--- config.mk ---
export PLATFORM = sky130hd
export DESIGN_NAME = decode_stage_flat
export DESIGN_NICKNAME = d
export VERILOG_FILES = /design/src/rtl/decode_stage_if.sv /design/src/rtl/decode_stage.sv /design/src/flat_wrapper.sv
export SDC_FILE = /design/constraint.sdc
export NUM_CORES = 1
export LEC_CHECK = 0
export ABC_AREA = 1
export BUFFER_PORTS_ARGS = -buffer_cell sky130_fd_sc_hd__buf_2
export CORE_ASPECT_RATIO = 1.75
export CORE_MARGIN = 2
export CORE_UTILIZATION = 50
export CTS_BUF_LIST = sky130_fd_sc_hd__clkbuf_2
export CTS_CLUSTER_SIZE = 25
export DETAILED_ROUTE_END_ITERATION = 7
export GPL_TIMING_DRIVEN = 0
export PLACE_DENSITY_LB_ADDON = 0.3
export REMOVE_ABC_BUFFERS = 1
export SLEW_MARGIN = 40
export SYNTH_ARGS = -nofsm -noshare
export SYNTH_HDL_FRONTEND = slang
export SYNTH_SLANG_ARGS = --single-unit
--- constraint.sdc ---
create_clock -name clk -period 6 [get_ports clk]
set_input_delay 1.2 -clock clk [delete_from_list [all_inputs] [get_ports clk]]
set_output_delay 1.2 -clock clk [all_outputs]
set_load 0.05 [all_outputs]
--- src/rtl/decode_stage_if.sv ---
// Handshake and decoded-bundle signals between fetch, the decode stage and execute.
// The decode stage attaches as slave; the environment drives through master.
interface decode_stage_if #(
    parameter int unsigned XLEN         = 32,
    parameter int unsigned RF_ADDR_W    = 5,
    parameter int unsigned ALU_OP_WIDTH = 4
);
    logic                    in_valid_i;
    logic                    in_ready_o;
    logic [31:0]             instr_i;
    logic [XLEN-1:0]         instr_addr_i;
    logic                    compressed_i;
    logic                    flush_i;
    logic                    out_valid_o;
    logic                    out_ready_i;
    logic [XLEN-1:0]         pc_o;
    logic [RF_ADDR_W-1:0]    rs1_o;
    logic [RF_ADDR_W-1:0]    rs2_o;
    logic [RF_ADDR_W-1:0]    rd_o;
    logic                    rf_we_o;
    logic [1:0]              rf_write_sel_o;
    logic [ALU_OP_WIDTH-1:0] alu_op_o;
    logic [1:0]              op_a_sel_o;
    logic [1:0]              op_b_sel_o;
    logic [XLEN-1:0]         imm_o;
    logic                    lsu_w_en_o;
    logic                    lsu_r_en_o;
    logic [1:0]              lsu_data_type_o;
    logic                    lsu_sign_extend_o;
    logic [1:0]              csr_op_o;
    logic [11:0]             csr_addr_o;
    logic                    md_en_o;
    logic [2:0]              md_op_o;
    logic                    step_o;
    logic                    last_step_o;
    logic                    jump_o;
    logic                    branch_o;
    logic                    ecall_o;
    logic                    ebreak_o;
    logic                    mret_o;
    logic                    illegal_o;

    modport master (
        output in_valid_i, instr_i, instr_addr_i, compressed_i, flush_i, out_ready_i,
        input  in_ready_o, out_valid_o, pc_o, rs1_o, rs2_o, rd_o, rf_we_o, rf_write_sel_o,
               alu_op_o, op_a_sel_o, op_b_sel_o, imm_o, lsu_w_en_o, lsu_r_en_o,
               lsu_data_type_o, lsu_sign_extend_o, csr_op_o, csr_addr_o, md_en_o, md_op_o,
               step_o, last_step_o, jump_o, branch_o, ecall_o, ebreak_o, mret_o, illegal_o
    );

    modport slave (
        input  in_valid_i, instr_i, instr_addr_i, compressed_i, flush_i, out_ready_i,
        output in_ready_o, out_valid_o, pc_o, rs1_o, rs2_o, rd_o, rf_we_o, rf_write_sel_o,
               alu_op_o, op_a_sel_o, op_b_sel_o, imm_o, lsu_w_en_o, lsu_r_en_o,
               lsu_data_type_o, lsu_sign_extend_o, csr_op_o, csr_addr_o, md_en_o, md_op_o,
               step_o, last_step_o, jump_o, branch_o, ecall_o, ebreak_o, mret_o, illegal_o
    );
endinterface

--- src/rtl/decode_stage.sv ---
// Registered RV32I(+M) decode stage with valid/ready flow control, flush and internal
// two-step sequencing of JAL/JALR/BRANCH. Decode is combinational from the held instruction.
module decode_stage #(
    parameter int unsigned XLEN        = 32,
    parameter int unsigned RF_ADDR_W   = 5,
    parameter bit          ENABLE_M    = 1'b1,
    parameter logic [31:0] RESET_INSTR = 32'h0000_0013
) (
    input logic           clk,
    input logic           rst_n,
    decode_stage_if.slave dec_io
);
    localparam logic [6:0] OpcLui    = 7'b0110111;
    localparam logic [6:0] OpcAuipc  = 7'b0010111;
    localparam logic [6:0] OpcJal    = 7'b1101111;
    localparam logic [6:0] OpcJalr   = 7'b1100111;
    localparam logic [6:0] OpcBranch = 7'b1100011;
    localparam logic [6:0] OpcLoad   = 7'b0000011;
    localparam logic [6:0] OpcStore  = 7'b0100011;
    localparam logic [6:0] OpcOpImm  = 7'b0010011;
    localparam logic [6:0] OpcOp     = 7'b0110011;
    localparam logic [6:0] OpcMisc   = 7'b0001111;
    localparam logic [6:0] OpcSystem = 7'b1110011;

    localparam logic [1:0] SelRf   = 2'd0;
    localparam logic [1:0] SelImm  = 2'd1;
    localparam logic [1:0] SelPc   = 2'd2;
    localparam logic [1:0] SelZero = 2'd3;

    localparam logic [1:0] WselAlu = 2'd0;
    localparam logic [1:0] WselLsu = 2'd1;
    localparam logic [1:0] WselMd  = 2'd2;
    localparam logic [1:0] WselCsr = 2'd3;

    localparam logic [3:0] AluAdd  = 4'd0;
    localparam logic [3:0] AluSub  = 4'd1;
    localparam logic [3:0] AluSll  = 4'd2;
    localparam logic [3:0] AluSlt  = 4'd3;
    localparam logic [3:0] AluSltu = 4'd4;
    localparam logic [3:0] AluXor  = 4'd5;
    localparam logic [3:0] AluSrl  = 4'd6;
    localparam logic [3:0] AluSra  = 4'd7;
    localparam logic [3:0] AluOr   = 4'd8;
    localparam logic [3:0] AluAnd  = 4'd9;
    localparam logic [3:0] AluEq   = 4'd10;
    localparam logic [3:0] AluNe   = 4'd11;
    localparam logic [3:0] AluLt   = 4'd12;
    localparam logic [3:0] AluGe   = 4'd13;
    localparam logic [3:0] AluLtu  = 4'd14;
    localparam logic [3:0] AluGeu  = 4'd15;

    logic [31:0]     instr_q;
    logic [XLEN-1:0] pc_q;
    logic            comp_q;
    logic            valid_q;
    logic            step_q;

    logic [6:0] opcode;
    logic [2:0] funct3;
    logic [6:0] funct7;
    assign opcode = instr_q[6:0];
    assign funct3 = instr_q[14:12];
    assign funct7 = instr_q[31:25];

    logic [XLEN-1:0] i_imm, s_imm, b_imm, u_imm, j_imm, csr_uimm;
    assign i_imm    = XLEN'($signed(instr_q[31:20]));
    assign s_imm    = XLEN'($signed({instr_q[31:25], instr_q[11:7]}));
    assign b_imm    = XLEN'($signed({instr_q[31], instr_q[7], instr_q[30:25], instr_q[11:8],
                                     1'b0}));
    assign u_imm    = XLEN'($signed({instr_q[31:12], 12'b0}));
    assign j_imm    = XLEN'($signed({instr_q[31], instr_q[19:12], instr_q[20], instr_q[30:21],
                                     1'b0}));
    assign csr_uimm = XLEN'(instr_q[19:15]);

    logic            rf_we, lsu_w, lsu_r, sext, md_en;
    logic            jump, branch, ecall, ebreak, mret, illegal, two_step;
    logic [1:0]      wsel, op_a, op_b, dtype, csr_op;
    logic [3:0]      alu_op;
    logic [2:0]      md_op;
    logic [XLEN-1:0] imm;

    always_comb begin
        rf_we    = 1'b0;
        wsel     = WselAlu;
        alu_op   = AluAdd;
        op_a     = SelRf;
        op_b     = SelRf;
        imm      = '0;
        lsu_w    = 1'b0;
        lsu_r    = 1'b0;
        dtype    = 2'd0;
        sext     = 1'b0;
        csr_op   = 2'd0;
        md_en    = 1'b0;
        md_op    = 3'd0;
        jump     = 1'b0;
        branch   = 1'b0;
        ecall    = 1'b0;
        ebreak   = 1'b0;
        mret     = 1'b0;
        illegal  = 1'b0;
        two_step = 1'b0;

        case (opcode)
            OpcLui: begin
                rf_we = 1'b1;
                op_a  = SelZero;
                op_b  = SelImm;
                imm   = u_imm;
            end
            OpcAuipc: begin
                rf_we = 1'b1;
                op_a  = SelPc;
                op_b  = SelImm;
                imm   = u_imm;
            end
            OpcJal, OpcJalr: begin
                illegal  = (opcode == OpcJalr) && (funct3 != 3'd0);
                jump     = 1'b1;
                two_step = 1'b1;
                op_b     = SelImm;
                // Step 0 writes the link address, step 1 forms the target.
                if (!step_q) begin
                    rf_we = 1'b1;
                    op_a  = SelPc;
                    imm   = comp_q ? XLEN'(2) : XLEN'(4);
                end else begin
                    op_a = (opcode == OpcJalr) ? SelRf : SelPc;
                    imm  = (opcode == OpcJalr) ? i_imm : j_imm;
                end
            end
            OpcBranch: begin
                imm = b_imm;
                case (funct3)
                    3'd0:    alu_op = AluEq;
                    3'd1:    alu_op = AluNe;
                    3'd4:    alu_op = AluLt;
                    3'd5:    alu_op = AluGe;
                    3'd6:    alu_op = AluLtu;
                    3'd7:    alu_op = AluGeu;
                    default: illegal = 1'b1;
                endcase
                branch   = 1'b1;
                two_step = 1'b1;
                if (step_q) begin
                    alu_op = AluAdd;
                    op_a   = SelPc;
                    op_b   = SelImm;
                end
            end
            OpcLoad: begin
                illegal = (funct3 == 3'd3) || (funct3 == 3'd6) || (funct3 == 3'd7);
                lsu_r   = 1'b1;
                rf_we   = 1'b1;
                wsel    = WselLsu;
                op_b    = SelImm;
                imm     = i_imm;
                dtype   = funct3[1:0];
                sext    = ~funct3[2];
            end
            OpcStore: begin
                illegal = funct3[2] || (funct3[1:0] == 2'd3);
                lsu_w   = 1'b1;
                op_b    = SelImm;
                imm     = s_imm;
                dtype   = funct3[1:0];
            end
            OpcOpImm: begin
                rf_we = 1'b1;
                op_b  = SelImm;
                imm   = i_imm;
                case (funct3)
                    3'd0: alu_op = AluAdd;
                    3'd1: begin
                        alu_op  = AluSll;
                        illegal = (funct7 != 7'h00);
                    end
                    3'd2: alu_op = AluSlt;
                    3'd3: alu_op = AluSltu;
                    3'd4: alu_op = AluXor;
                    3'd5: begin
                        alu_op  = funct7[5] ? AluSra : AluSrl;
                        illegal = (funct7 != 7'h00) && (funct7 != 7'h20);
                    end
                    3'd6: alu_op = AluOr;
                    default: alu_op = AluAnd;
                endcase
            end
            OpcOp: begin
                rf_we = 1'b1;
                if (funct7 == 7'h01) begin
                    if (ENABLE_M) begin
                        md_en = 1'b1;
                        md_op = funct3;
                        wsel  = WselMd;
                    end else begin
                        illegal = 1'b1;
                    end
                end else if ((funct7 == 7'h00) || (funct7 == 7'h20)) begin
                    case ({funct7[5], funct3})
                        4'b0_000: alu_op = AluAdd;
                        4'b1_000: alu_op = AluSub;
                        4'b0_001: alu_op = AluSll;
                        4'b0_010: alu_op = AluSlt;
                        4'b0_011: alu_op = AluSltu;
                        4'b0_100: alu_op = AluXor;
                        4'b0_101: alu_op = AluSrl;
                        4'b1_101: alu_op = AluSra;
                        4'b0_110: alu_op = AluOr;
                        4'b0_111: alu_op = AluAnd;
                        default:  illegal = 1'b1;
                    endcase
                end else begin
                    illegal = 1'b1;
                end
            end
            OpcMisc: begin
                imm     = i_imm;
                illegal = (funct3 != 3'd0) && (funct3 != 3'd1);
            end
            OpcSystem: begin
                if (funct3 == 3'd0) begin
                    if (instr_q == 32'h0000_0073)      ecall   = 1'b1;
                    else if (instr_q == 32'h0010_0073) ebreak  = 1'b1;
                    else if (instr_q == 32'h3020_0073) mret    = 1'b1;
                    else                               illegal = 1'b1;
                end else if (funct3 == 3'd4) begin
                    illegal = 1'b1;
                end else begin
                    csr_op = funct3[1:0];
                    rf_we  = 1'b1;
                    wsel   = WselCsr;
                    if (funct3[2]) begin
                        op_a = SelImm;
                        imm  = csr_uimm;
                    end
                end
            end
            default: illegal = 1'b1;
        endcase

        // An illegal encoding never drives side effects and always retires in one step.
        if (illegal) begin
            rf_we    = 1'b0;
            wsel     = WselAlu;
            lsu_w    = 1'b0;
            lsu_r    = 1'b0;
            csr_op   = 2'd0;
            md_en    = 1'b0;
            md_op    = 3'd0;
            jump     = 1'b0;
            branch   = 1'b0;
            ecall    = 1'b0;
            ebreak   = 1'b0;
            mret     = 1'b0;
            two_step = 1'b0;
        end
    end

    logic last_step, in_ready, accept;
    assign last_step = ~two_step | step_q;
    assign in_ready  = rst_n & ~dec_io.flush_i & (~valid_q | (dec_io.out_ready_i & last_step));
    assign accept    = dec_io.in_valid_i & in_ready;

    always_ff @(posedge clk) begin
        if (!rst_n) begin
            valid_q <= 1'b0;
            step_q  <= 1'b0;
            instr_q <= RESET_INSTR;
            pc_q    <= '0;
            comp_q  <= 1'b0;
        end else if (dec_io.flush_i) begin
            valid_q <= 1'b0;
            step_q  <= 1'b0;
        end else if (accept) begin
            instr_q <= dec_io.instr_i;
            pc_q    <= dec_io.instr_addr_i;
            comp_q  <= dec_io.compressed_i;
            valid_q <= 1'b1;
            step_q  <= 1'b0;
        end else if (valid_q && dec_io.out_ready_i) begin
            if (!last_step) begin
                step_q <= 1'b1;
            end else begin
                valid_q <= 1'b0;
                step_q  <= 1'b0;
            end
        end
    end

    assign dec_io.in_ready_o        = in_ready;
    assign dec_io.out_valid_o       = valid_q;
    assign dec_io.pc_o              = pc_q;
    assign dec_io.rs1_o             = RF_ADDR_W'(instr_q[19:15]);
    assign dec_io.rs2_o             = RF_ADDR_W'(instr_q[24:20]);
    assign dec_io.rd_o              = RF_ADDR_W'(instr_q[11:7]);
    assign dec_io.rf_we_o           = valid_q & rf_we;
    assign dec_io.rf_write_sel_o    = wsel;
    assign dec_io.alu_op_o          = alu_op;
    assign dec_io.op_a_sel_o        = op_a;
    assign dec_io.op_b_sel_o        = op_b;
    assign dec_io.imm_o             = imm;
    assign dec_io.lsu_w_en_o        = valid_q & lsu_w;
    assign dec_io.lsu_r_en_o        = valid_q & lsu_r;
    assign dec_io.lsu_data_type_o   = dtype;
    assign dec_io.lsu_sign_extend_o = sext;
    assign dec_io.csr_op_o          = valid_q ? csr_op : 2'd0;
    assign dec_io.csr_addr_o        = instr_q[31:20];
    assign dec_io.md_en_o           = valid_q & md_en;
    assign dec_io.md_op_o           = md_op;
    assign dec_io.step_o            = step_q;
    assign dec_io.last_step_o       = last_step;
    assign dec_io.jump_o            = valid_q & jump;
    assign dec_io.branch_o          = valid_q & branch;
    assign dec_io.ecall_o           = valid_q & ecall;
    assign dec_io.ebreak_o          = valid_q & ebreak;
    assign dec_io.mret_o            = valid_q & mret;
    assign dec_io.illegal_o         = valid_q & illegal;
endmodule

--- src/flat_wrapper.sv ---
// flat-port wrapper written by rule: the top's interface ports become plain ports
module decode_stage_flat 
#(
    parameter int unsigned XLEN        = 32,
    parameter int unsigned RF_ADDR_W   = 5,
    parameter bit          ENABLE_M    = 1'b1,
    parameter logic [31:0] RESET_INSTR = 32'h0000_0013
)
  (clk, rst_n, dec_io_in_valid_i, dec_io_instr_i, dec_io_instr_addr_i, dec_io_compressed_i, dec_io_flush_i, dec_io_out_ready_i, dec_io_in_ready_o, dec_io_out_valid_o, dec_io_pc_o, dec_io_rs1_o, dec_io_rs2_o, dec_io_rd_o, dec_io_rf_we_o, dec_io_rf_write_sel_o, dec_io_alu_op_o, dec_io_op_a_sel_o, dec_io_op_b_sel_o, dec_io_imm_o, dec_io_lsu_w_en_o, dec_io_lsu_r_en_o, dec_io_lsu_data_type_o, dec_io_lsu_sign_extend_o, dec_io_csr_op_o, dec_io_csr_addr_o, dec_io_md_en_o, dec_io_md_op_o, dec_io_step_o, dec_io_last_step_o, dec_io_jump_o, dec_io_branch_o, dec_io_ecall_o, dec_io_ebreak_o, dec_io_mret_o, dec_io_illegal_o);
  decode_stage_if #(.XLEN(XLEN), .RF_ADDR_W(RF_ADDR_W)) dec_io_i ();
  input logic clk;
  input logic rst_n;
  input wire logic [$bits(dec_io_i.in_valid_i)-1:0] dec_io_in_valid_i;
  input wire logic [$bits(dec_io_i.instr_i)-1:0] dec_io_instr_i;
  input wire logic [$bits(dec_io_i.instr_addr_i)-1:0] dec_io_instr_addr_i;
  input wire logic [$bits(dec_io_i.compressed_i)-1:0] dec_io_compressed_i;
  input wire logic [$bits(dec_io_i.flush_i)-1:0] dec_io_flush_i;
  input wire logic [$bits(dec_io_i.out_ready_i)-1:0] dec_io_out_ready_i;
  output wire logic [$bits(dec_io_i.in_ready_o)-1:0] dec_io_in_ready_o;
  output wire logic [$bits(dec_io_i.out_valid_o)-1:0] dec_io_out_valid_o;
  output wire logic [$bits(dec_io_i.pc_o)-1:0] dec_io_pc_o;
  output wire logic [$bits(dec_io_i.rs1_o)-1:0] dec_io_rs1_o;
  output wire logic [$bits(dec_io_i.rs2_o)-1:0] dec_io_rs2_o;
  output wire logic [$bits(dec_io_i.rd_o)-1:0] dec_io_rd_o;
  output wire logic [$bits(dec_io_i.rf_we_o)-1:0] dec_io_rf_we_o;
  output wire logic [$bits(dec_io_i.rf_write_sel_o)-1:0] dec_io_rf_write_sel_o;
  output wire logic [$bits(dec_io_i.alu_op_o)-1:0] dec_io_alu_op_o;
  output wire logic [$bits(dec_io_i.op_a_sel_o)-1:0] dec_io_op_a_sel_o;
  output wire logic [$bits(dec_io_i.op_b_sel_o)-1:0] dec_io_op_b_sel_o;
  output wire logic [$bits(dec_io_i.imm_o)-1:0] dec_io_imm_o;
  output wire logic [$bits(dec_io_i.lsu_w_en_o)-1:0] dec_io_lsu_w_en_o;
  output wire logic [$bits(dec_io_i.lsu_r_en_o)-1:0] dec_io_lsu_r_en_o;
  output wire logic [$bits(dec_io_i.lsu_data_type_o)-1:0] dec_io_lsu_data_type_o;
  output wire logic [$bits(dec_io_i.lsu_sign_extend_o)-1:0] dec_io_lsu_sign_extend_o;
  output wire logic [$bits(dec_io_i.csr_op_o)-1:0] dec_io_csr_op_o;
  output wire logic [$bits(dec_io_i.csr_addr_o)-1:0] dec_io_csr_addr_o;
  output wire logic [$bits(dec_io_i.md_en_o)-1:0] dec_io_md_en_o;
  output wire logic [$bits(dec_io_i.md_op_o)-1:0] dec_io_md_op_o;
  output wire logic [$bits(dec_io_i.step_o)-1:0] dec_io_step_o;
  output wire logic [$bits(dec_io_i.last_step_o)-1:0] dec_io_last_step_o;
  output wire logic [$bits(dec_io_i.jump_o)-1:0] dec_io_jump_o;
  output wire logic [$bits(dec_io_i.branch_o)-1:0] dec_io_branch_o;
  output wire logic [$bits(dec_io_i.ecall_o)-1:0] dec_io_ecall_o;
  output wire logic [$bits(dec_io_i.ebreak_o)-1:0] dec_io_ebreak_o;
  output wire logic [$bits(dec_io_i.mret_o)-1:0] dec_io_mret_o;
  output wire logic [$bits(dec_io_i.illegal_o)-1:0] dec_io_illegal_o;
  assign dec_io_i.in_valid_i = dec_io_in_valid_i;
  assign dec_io_i.instr_i = dec_io_instr_i;
  assign dec_io_i.instr_addr_i = dec_io_instr_addr_i;
  assign dec_io_i.compressed_i = dec_io_compressed_i;
  assign dec_io_i.flush_i = dec_io_flush_i;
  assign dec_io_i.out_ready_i = dec_io_out_ready_i;
  assign dec_io_in_ready_o = dec_io_i.in_ready_o;
  assign dec_io_out_valid_o = dec_io_i.out_valid_o;
  assign dec_io_pc_o = dec_io_i.pc_o;
  assign dec_io_rs1_o = dec_io_i.rs1_o;
  assign dec_io_rs2_o = dec_io_i.rs2_o;
  assign dec_io_rd_o = dec_io_i.rd_o;
  assign dec_io_rf_we_o = dec_io_i.rf_we_o;
  assign dec_io_rf_write_sel_o = dec_io_i.rf_write_sel_o;
  assign dec_io_alu_op_o = dec_io_i.alu_op_o;
  assign dec_io_op_a_sel_o = dec_io_i.op_a_sel_o;
  assign dec_io_op_b_sel_o = dec_io_i.op_b_sel_o;
  assign dec_io_imm_o = dec_io_i.imm_o;
  assign dec_io_lsu_w_en_o = dec_io_i.lsu_w_en_o;
  assign dec_io_lsu_r_en_o = dec_io_i.lsu_r_en_o;
  assign dec_io_lsu_data_type_o = dec_io_i.lsu_data_type_o;
  assign dec_io_lsu_sign_extend_o = dec_io_i.lsu_sign_extend_o;
  assign dec_io_csr_op_o = dec_io_i.csr_op_o;
  assign dec_io_csr_addr_o = dec_io_i.csr_addr_o;
  assign dec_io_md_en_o = dec_io_i.md_en_o;
  assign dec_io_md_op_o = dec_io_i.md_op_o;
  assign dec_io_step_o = dec_io_i.step_o;
  assign dec_io_last_step_o = dec_io_i.last_step_o;
  assign dec_io_jump_o = dec_io_i.jump_o;
  assign dec_io_branch_o = dec_io_i.branch_o;
  assign dec_io_ecall_o = dec_io_i.ecall_o;
  assign dec_io_ebreak_o = dec_io_i.ebreak_o;
  assign dec_io_mret_o = dec_io_i.mret_o;
  assign dec_io_illegal_o = dec_io_i.illegal_o;
  decode_stage #(.XLEN(XLEN), .RF_ADDR_W(RF_ADDR_W), .ENABLE_M(ENABLE_M), .RESET_INSTR(RESET_INSTR)) u_core (.clk(clk), .rst_n(rst_n), .dec_io(dec_io_i));
endmodule
==> impl_metrics.yaml, run 1 <==
outcome:
  run_status: "finished clean"
detailed_routing:
  ant_nets: 0
  routed_via_density: 4.94
  drt-total-wl_um: 14800
  drtIter0Drc: 364
  avgRoutedWirePerCell_um: 13.3
  drt_pass1_iterations: 6
  drc: 0
  vias: 5480
sta:
  tightest_slew_ns: 0.750
  timing.fmax_ghz: 0.230
  tns_ns: 0
  min_period_over_period_pct: 72.5
  clock_skew_ns: 0.0182
  drv_slew: 0
  hold_ws_ns: 0.486
  rsz0062_at_grt: "no"
  relSlewSlack_pct: 50.0
  setup_ws_ns: 1.65
  finalHoldViolCount: 0
  min_period_ns: 4.35
  setup_violations: 0
final_layout:
  synthToLayoutAreaGrowth_pct: 17.9
  drive_above_1_share_pct: 22.8
  final_area_sq_um: 5660
  nets: 1052
  fillers: 1022
  fin_cells: 1110
synthesis:
  yosysWarnings: 0
  ys_ff_latch: 67
  ys_types: 30
  post_synth_inst_count: 845
  avgSynthCellArea_sq_um: 5.69
  yosysSeqAreaShare_pct: 27.9
  synth_area_sq_um: 4800
setup_path:
  cp.required_ns: 4.80
  path_class: "reg2out"
  worst-path-buf-inv: 3
  cp_top_family: "simple AND/OR/NAND/NOR gates"
  crit_path_start_kind: "register"
  cp_slowest_cell: "nor3_1"
  crit_path_cell_trace: "nand2_1 -> nor3_1 -> inv_1 -> nor2_1 -> inv_1 -> nor2_1 -> a22oi_1 -> o21ai_0 -> buf_2"
  endpoint_kind: "primary output"
  worst-path-max-fanout: 8
  critPathMaxStageDelay_ns: 0.60
  cp.arrival_ns: 3.15
floorplan:
  pin_count: 193
  num_rows: 47
  dieArea_sq_um: 10400
  fp.dieH_um: 134
  die_width_um: 78.1
  fp.coreArea_sq_um: 9410
  start_util_pct: 51.1
placed_design:
  pre_cts_slack_ns: 2.33
  gp_congestion: 1.01
  dp_hpwl_um: 10800
  io_buffer_count: 191
  post_dp_cell_area_sq_um: 5540
  dp.cells: 1093
clock_tree:
  clock_tree.htree_level_count: 3
  cts_made_buffers: 9
  cts_setup_buffers: 0
  cts_root_buf: "clkbuf_2"
  cts_sinks: 67
  clock_latency_ns: 0.54
  cts_buffer_depth: 2
  cts_resized: 0
  cts_hold_buf: 0
  cts_tree: "done"
  clk_pin_slew_ns: 0.21
global_route:
  grt_first_pass_wirelength_um: 23800
  antenna_found_initial: 1
  grt_pass1_vias: 5057
  grt-ovfl-total: 0
  grtUsageTotal_pct: 28.2
  grt_max_degree: 68
min_path:
  hold_path.class: "reg2reg"
job:
  cap_violations: 0
pwr:
  power_leakage_uw: 0.00347
  power_density_nw_per_um2: 203
  ir_worst_vdd_uv: 146
-- stage by stage --
stage                     total power (uW)  util (%)
final                                 1150      60.2
after global routing                  1210      60.2
after CTS                             1150      60.1
after detailed placement               876      58.9
after global placement                 872      58.2
after floorplan                        762         -
-- sequential cells by signal, indices dropped and copies added, names as in the netlist --
register / flops
u_core.dec_io.out_valid_o: 1
u_core.dec_io.pc_o: 32
u_core.dec_io.step_o: 1
u_core.instr_q: 32
u_core.comp_q: 1
-- cell usage after synthesis, drive strengths merged --
| cell type | instances | share of area (%) |
|---|---|---|
| inv | 217 | 17 |
| nand2 | 193 | 15 |
| nor2 | 130 | 10 |
| nand4 | 69 | 9.0 |
| dfxtp | 67 | 28 |
| buf | 50 | 7.7 |
| o21ai | 33 | 3.4 |
| nor3 | 22 | 2.4 |
| clkbuf | 17 | 1.3 |
| nand3 | 17 | 2.0 |
| a21oi | 14 | 1.5 |
| a31oi | 3 | 0.39 |
| o211ai | 3 | 0.47 |
| a22oi | 2 | 0.31 |
| o21bai | 2 | 0.31 |
| a211oi | 1 | 0.16 |
| a221o | 1 | 0.21 |
| a31o | 1 | 0.18 |
| conb | 1 | 0.078 |
| o221ai | 1 | 0.18 |
| o22ai | 1 | 0.13 |
-- power by group --
group	internal (uW)	switching, uW
Clock	97.2	183
Sequential	469	21.2
Combinational	96.8	281
-- path summary, 6_finish.rpt --
check	from	end	slack [ns]	depth (start not counted)
max	u_core.instr_q[5]$_SDFFE_PN0P_	dec_io_imm_o[3]	1.65	9
min	u_core.instr_q[1]$_SDFFE_PN1P_	u_core.instr_q[1]$_SDFFE_PN1P_	0.49	2
max reg2reg	u_core.instr_q[14]$_SDFFE_PN0P_	u_core.instr_q[4]$_SDFFE_PN1P_	2.49	16
min reg2reg	u_core.instr_q[1]$_SDFFE_PN1P_	u_core.instr_q[1]$_SDFFE_PN1P_	0.49	2
-- cells in the final DEF, fill, tap and decap left out, types with 2 or more instances in the layout --
cell,count
inv_1,210
nand2_1,191
buf_2,189
nor2_1,128
nand4_1,69
dfxtp_1,67
o21ai_0,32
nor3_1,20
nand3_1,15
a21oi_1,14
clkbuf_2,10
inv_2,6
a31oi_1,3
o211ai_1,3
clkinvlp_4,3
nor3_2,2
nor2_2,2
o21bai_1,2
a22oi_1,2
buf_4,2
buf_12,2
-- worst min-delay path: cells and delay by family, from the launching register on --
kind             cells  cell delay (ns)
and+or+nand+nor      2             0.11
DFF                  1             0.36
-- layout make-up --
class	count	area (sq um)	share of cell area, %
Multi-Input combinational cell	494	2230	39.4
Sequential cell	67	1340	23.7
Timing Repair Buffer	193	1000	17.7
Inverter	217	817	14.4
Tap cell	122	153	2.69
Clock inverter	6	66.3	1.17
Clock buffer	10	50.0	0.884
Antenna cell	1	2.50	0.0442
-- metal layers --
| metal | track usage [%] | vias up | part of all wire [%] |
|---|---|---|---|
| met5 | 0 | - | 0 |
| met4 | 13.5 | 0 | 3.8 |
| met3 | 5.35 | 37 | 5.9 |
| met2 | 50.4 | 196 | 51 |
| met1 | 31.8 | 2440 | 39 |
| li1 | - | 2807 | - |
-- kinds of logic (layout without fill, tap and decap cells) --
family,after synthesis,count (layout),share of synthesized area (%)
AO/OA/AOI/OAI,62,62,7.24
buffers and inverters,284,426,26.0
flip-flops,67,67,27.9
AND/OR/NAND/NOR,431,431,38.8
other,1,2,0.0781
Note: power is estimated with default switching activity, not from simulation.
==> inputs of run 2 (changes only) <==
--- a/config.mk
+++ b/config.mk
@@ -9,7 +9,7 @@
 export BUFFER_PORTS_ARGS = -buffer_cell sky130_fd_sc_hd__buf_2
 export CORE_ASPECT_RATIO = 1.75
 export CORE_MARGIN = 2
-export CORE_UTILIZATION = 50
+export CORE_UTILIZATION = 46
 export CTS_BUF_LIST = sky130_fd_sc_hd__clkbuf_2
 export CTS_CLUSTER_SIZE = 25
 export DETAILED_ROUTE_END_ITERATION = 7
==> constraint.sdc (replaced) <==
create_clock -name clk -period 4 [get_ports clk]
set_input_delay 0.8 -clock clk [delete_from_list [all_inputs] [get_ports clk]]
set_output_delay 0.8 -clock clk [all_outputs]
set_load 0.05 [all_outputs]
==> run 2 against run 1 <==
Net effect: sequential share of layout area decreased by 0.089 points; largest power group unchanged; core utilization shrank 4.7 points; sequential power grew 50%; critical path type unchanged.
==> impl_metrics.yaml, run 2 (synthesized netlist as in run 1, its figures left out) <==
placed_design:
  dp_hpwl_um: 11100
  gp_congestion: 0.944
  dp.cells: 1098
  io_buffer_count: 191
detailed_routing:
  drtIter0Drc: 322
  vias: 5499
  drt-total-wl_um: 15100
  drt_pass1_iterations: 5
  routed_via_density: 4.93
  ant_nets: 0
  drc: 0
  avgRoutedWirePerCell_um: 13.6
clock_tree:
  clock_tree.htree_level_count: 3
  cts_tree: "done"
  cts_root_buf: "clkbuf_2"
  cts_buffer_depth: 2
  cts_made_buffers: 9
  clk_pin_slew_ns: 0.22
  clock_latency_ns: 0.51
  cts_sinks: 67
  cts_setup_buffers: 0
global_route:
  grt-ovfl-total: 0
  grt_pass1_vias: 4956
  grt_first_pass_wirelength_um: 23700
  grt_max_degree: 68
  grtUsageTotal_pct: 26.8
  antenna_found_initial: 3
sta:
  timing.fmax_ghz: 0.268
  setup_violations: 0
  clock_skew_ns: 0.0339
  min_period_over_period_pct: 93.3
  drv_slew: 0
  tightest_slew_ns: 0.778
  relSlewSlack_pct: 48.1
  min_period_ns: 3.73
  hold_ws_ns: 0.494
  rsz0062_at_grt: "no"
  finalHoldViolCount: 0
outcome:
  run_status: "finished clean"
floorplan:
  fp.coreArea_sq_um: 10200
  dieArea_sq_um: 11300
  num_rows: 49
  start_util_pct: 46.9
  fp.dieH_um: 139
  die_width_um: 81.3
  pin_count: 193
final_layout:
  seq_area_sq_um: 1340
  fin_cells: 1116
  fillers: 1144
  multi_input_area_sq_um: 2250
  nets: 1052
  synthToLayoutAreaGrowth_pct: 18.3
  fin_util_pct: 55.5
  drive_above_1_share_pct: 23.3
  final_cell_mix: "210 x inv_1, 191 x nand2_1, 189 x buf_2"
  mostFrequentLayoutCell: "inv_1"
setup_path:
  cp.required_ns: 3.20
  crit_path_start_kind: "register"
  reg2reg_setup_slack_ns: 0.52
  cp.arrival_ns: 2.93
  reg2reg_depth: 15
  endpoint_kind: "primary output"
  path_class: "reg2out"
  worst-path-max-fanout: 6
min_path:
  holdPathStages: 2
  hold_path.class: "reg2reg"
pwr:
  power_density_nw_per_um2: 300
  power_leakage_uw: 0.00347
  ir_worst_vdd_uv: 235
job:
  cap_violations: 0
[run 2: changes by cell type in the layout (fill, tap and decap cells not counted), sizes merged]
| cell | delta |
|---|---|
| clkinvlp | -1 |
| diode | +2 |
[run 2: routing by layer]
layer | share of wire (%) | up-vias | wire, um | global-route usage [%]
li1 | - | 2800 | - | -
met1 | 39 | 2467 | 5920 | 30.0
met2 | 51 | 205 | 7760 | 46.8
met3 | 6.2 | 27 | 941 | 5.66
met4 | 3.3 | 0 | 502 | 12.5
met5 | 0 | - | 0 | 0
[run 2: layout make-up]
type                    instances  area share, %
clock buffers                  10          0.880
multi-input cells             494           39.7
inverters                     217           14.4
diodes                          3          0.132
flip-flops and latches         67           23.6
well taps                     127           2.79
clock inverters                 5          0.968
repair buffers                193           17.6
[run 2: where the power goes]
group          total [uW]  internal [uW]  leakage [uW]  switching, uW
clock network         397            141     0.0000638            256
registers             736            703      0.000548           32.5
logic                 572            146       0.00286            426
total                1710            991       0.00347            715
[run 2: worst paths after layout]
path	startpoint	endpoint
hold reg to reg	u_core.instr_q[1]$_SDFFE_PN1P_	u_core.instr_q[1]$_SDFFE_PN1P_
hold / removal	u_core.instr_q[1]$_SDFFE_PN1P_	u_core.instr_q[1]$_SDFFE_PN1P_
setup / recovery	u_core.instr_q[1]$_SDFFE_PN1P_	dec_io_imm_o[14]
setup reg to reg	u_core.instr_q[5]$_SDFFE_PN0P_	u_core.instr_q[13]$_SDFFE_PN0P_
[run 2: repair_timing]
item                                    in CTS  in global routing
hold buffers                                 0                  0
gates resized for setup                      0                  6
endpoints found under the setup margin       0                 21
[run 2: critical path, stage by stage, from the launching register on]
cell and delay (ns):
dfxtp_1 0.39, nand2_1 0.12, nor3_1 0.38, nand2_1 0.12
nand2_1 0.20, inv_1 0.14, nor2_2 0.25, nand2_1 0.08
nand2_1 0.13, nor2_1 0.07, o21ai_0 0.24, buf_2 0.31
[run 2: metrics by stage]
step | total power, uW | TNS (ns) | setup slack [ns] | instance area [sq um]
after floorplan | 1140 | 0 | 0.0402 | 4370
after global placement | 1310 | -118.14 | -1.81 | 5490
after detailed placement | 1320 | 0 | 0.616 | 5550
after CTS | 1710 | 0 | 0.0483 | 5650
after global routing | 1800 | 0 | 0.0403 | 5690
final | 1710 | 0 | 0.269 | 5690
==> inputs of run 3 (changes only) <==
--- a/config.mk
+++ b/config.mk
@@ -15,6 +15,7 @@
 export DETAILED_ROUTE_END_ITERATION = 7
 export GPL_TIMING_DRIVEN = 0
 export PLACE_DENSITY_LB_ADDON = 0.3
+export RECOVER_POWER = 50
 export REMOVE_ABC_BUFFERS = 1
 export SLEW_MARGIN = 40
 export SYNTH_ARGS = -nofsm -noshare
==> run 3 against run 2 <==
Net effect: core utilization fell by 0.95 points; highest routed layer unchanged; via count decreased by 0.64%; first-iteration DRC count is 8.7% lower; count of clock-buffer cells in the layout is the same; clock power about the same; register-to-register slack worse by 0.08 ns; critical endpoint unchanged; global-route usage unchanged; largest cell class unchanged; critical path type unchanged.
==> impl_metrics.yaml, run 3 (synthesized netlist as in run 1, its figures left out) <==
sta:
  rsz0062_at_grt: "no"
  setup_ws_ns: 0.298
  min_period_over_period_pct: 92.5
  setup_violations: 0
  clock_skew_ns: 0.0322
  drv_slew: 0
  tightest_slew_ns: 0.777
  timing.fmax_ghz: 0.270
  relSlewSlack_pct: 48.2
  min_period_ns: 3.70
  finalHoldViolCount: 0
detailed_routing:
  drtIter0Drc: 294
  drc: 0
  drt-total-wl_um: 15100
  vias: 5464
  ant_nets: 0
  drt_pass1_iterations: 5
  routed_via_density: 4.90
  avgRoutedWirePerCell_um: 13.5
job:
  cap_violations: 0
clock_tree:
  cts_buffer_depth: 2
  clock_tree.htree_level_count: 3
  cts_tree: "done"
  cts_made_buffers: 9
  cts_resized: 0
  cts_hold_buf: 0
  cts_root_buf: "clkbuf_2"
  cts_setup_buffers: 0
  cts_sinks: 67
  clock_latency_ns: 0.51
  clk_pin_slew_ns: 0.21
setup_path:
  cp.arrival_ns: 2.90
  reg2reg_setup_slack_ns: 0.44
  worst-path-buf-inv: 2
  cp.required_ns: 3.20
  endpoint_kind: "primary output"
  worst-path-max-fanout: 6
  cp_top_family: "simple AND/OR/NAND/NOR gates"
  crit_path_start_kind: "register"
  crit_path_cell_trace: "nand2_1 -> nor3_1 -> nand2_1 -> nand2_1 -> inv_1 -> nor2_2 -> nand2_1 -> nand2_1 -> nor2_1 -> o21ai_0 -> buf_2"
  path_class: "reg2out"
  critPathMaxStageDelay_ns: 0.39
  crit_top_cell: "nand2_1"
  cp_slowest_cell: "dfxtp_1"
global_route:
  grt-ovfl-total: 0
  grt_max_degree: 68
  grtUsageTotal_pct: 26.8
  grt_pass1_vias: 4956
  grt_first_pass_wirelength_um: 23700
  antenna_found_initial: 3
pwr:
  power_leakage_uw: 0.00317
  ir_worst_vdd_uv: 234
  power_density_nw_per_um2: 303
floorplan:
  num_rows: 49
  start_util_pct: 46.9
  dieArea_sq_um: 11300
  pin_count: 193
  fp.dieH_um: 139
  die_width_um: 81.3
  fp.coreArea_sq_um: 10200
final_layout:
  fin_cells: 1116
  drive_above_1_share_pct: 15.6
  final_cell_mix: "210 x inv_1, 191 x nand2_1, 125 x nor2_1"
  nets: 1052
  synthToLayoutAreaGrowth_pct: 16.3
  mostFrequentLayoutCell: "inv_1"
outcome:
  run_status: "finished clean"
placed_design:
  pre_cts_slack_ns: 0.616
  dp_hpwl_um: 11100
  dp.cells: 1098
  gp_congestion: 0.944
  io_buffer_count: 191
min_path:
  hold_path.class: "reg2reg"
-- run 3: worst paths after layout --
check                                               startpoint                         endpoint  depth (start not counted)
worst min-delay path            u_core.instr_q[1]$_SDFFE_PN1P_   u_core.instr_q[1]$_SDFFE_PN1P_                          2
worst max-delay path            u_core.instr_q[1]$_SDFFE_PN1P_                 dec_io_imm_o[14]                         11
worst min register to register  u_core.instr_q[1]$_SDFFE_PN1P_   u_core.instr_q[1]$_SDFFE_PN1P_                          2
worst max register to register  u_core.instr_q[5]$_SDFFE_PN0P_  u_core.instr_q[13]$_SDFFE_PN0P_                         15
-- run 3: cell type report --
cell class / instances / area (sq um)
well taps: 127 / 159
inverters: 217 / 817
repair buffers: 193 / 908
clock inverters: 5 / 55.1
fillers: 1182 / 4650
flip-flops and latches: 67 / 1340
diodes: 3 / 7.51
multi-input cells: 494 / 2250
clock buffers: 10 / 50.0
-- run 3: power breakdown --
part | switching [uW] | internal, uW | leakage, uW
logic | 425 | 136 | 0.00255
registers | 33.1 | 703 | 0.000548
clock network | 255 | 141 | 0.0000638
-- run 3: per-stage QoR --
stage	instance area (sq um)	total power, uW	hold slack (ns)	util [%]	TNS (ns)
after floorplan	4370	1140	0.429	-	0
after global placement	5490	1310	0.439	53.6	-118.14
after detailed placement	5550	1320	0.454	54.2	0
after CTS	5650	1710	0.486	55.2	0
after global routing	5590	1790	0.507	54.6	0
final	5590	1690	0.500	54.6	0
-- run 3: worst register-to-register path, stage by stage, from the launching register on --
cell and delay, ns:
dfxtp_1 0.54, nand2_1 0.17, nor2_1 0.26, nand2_1 0.16, nor2_1 0.18, nand2_1 0.09, nand3_1 0.10, nor2_1 0.06
nand3_1 0.18, nand2_1 0.14, nand2_4 0.56, nand3_4 0.50, buf_12 0.32, nand2_1 0.12, inv_1 0.04, nor2_1 0.09
-- run 3: layer usage --
metal	track usage (%)	part of all wire, %	routed length [um]	up-vias
met3	5.66	6.5	982	34
met2	46.8	51	7760	203
met1	30.0	38	5790	2429
met5	0	0	0	-
li1	-	-	-	2798
met4	12.5	3.8	575	0
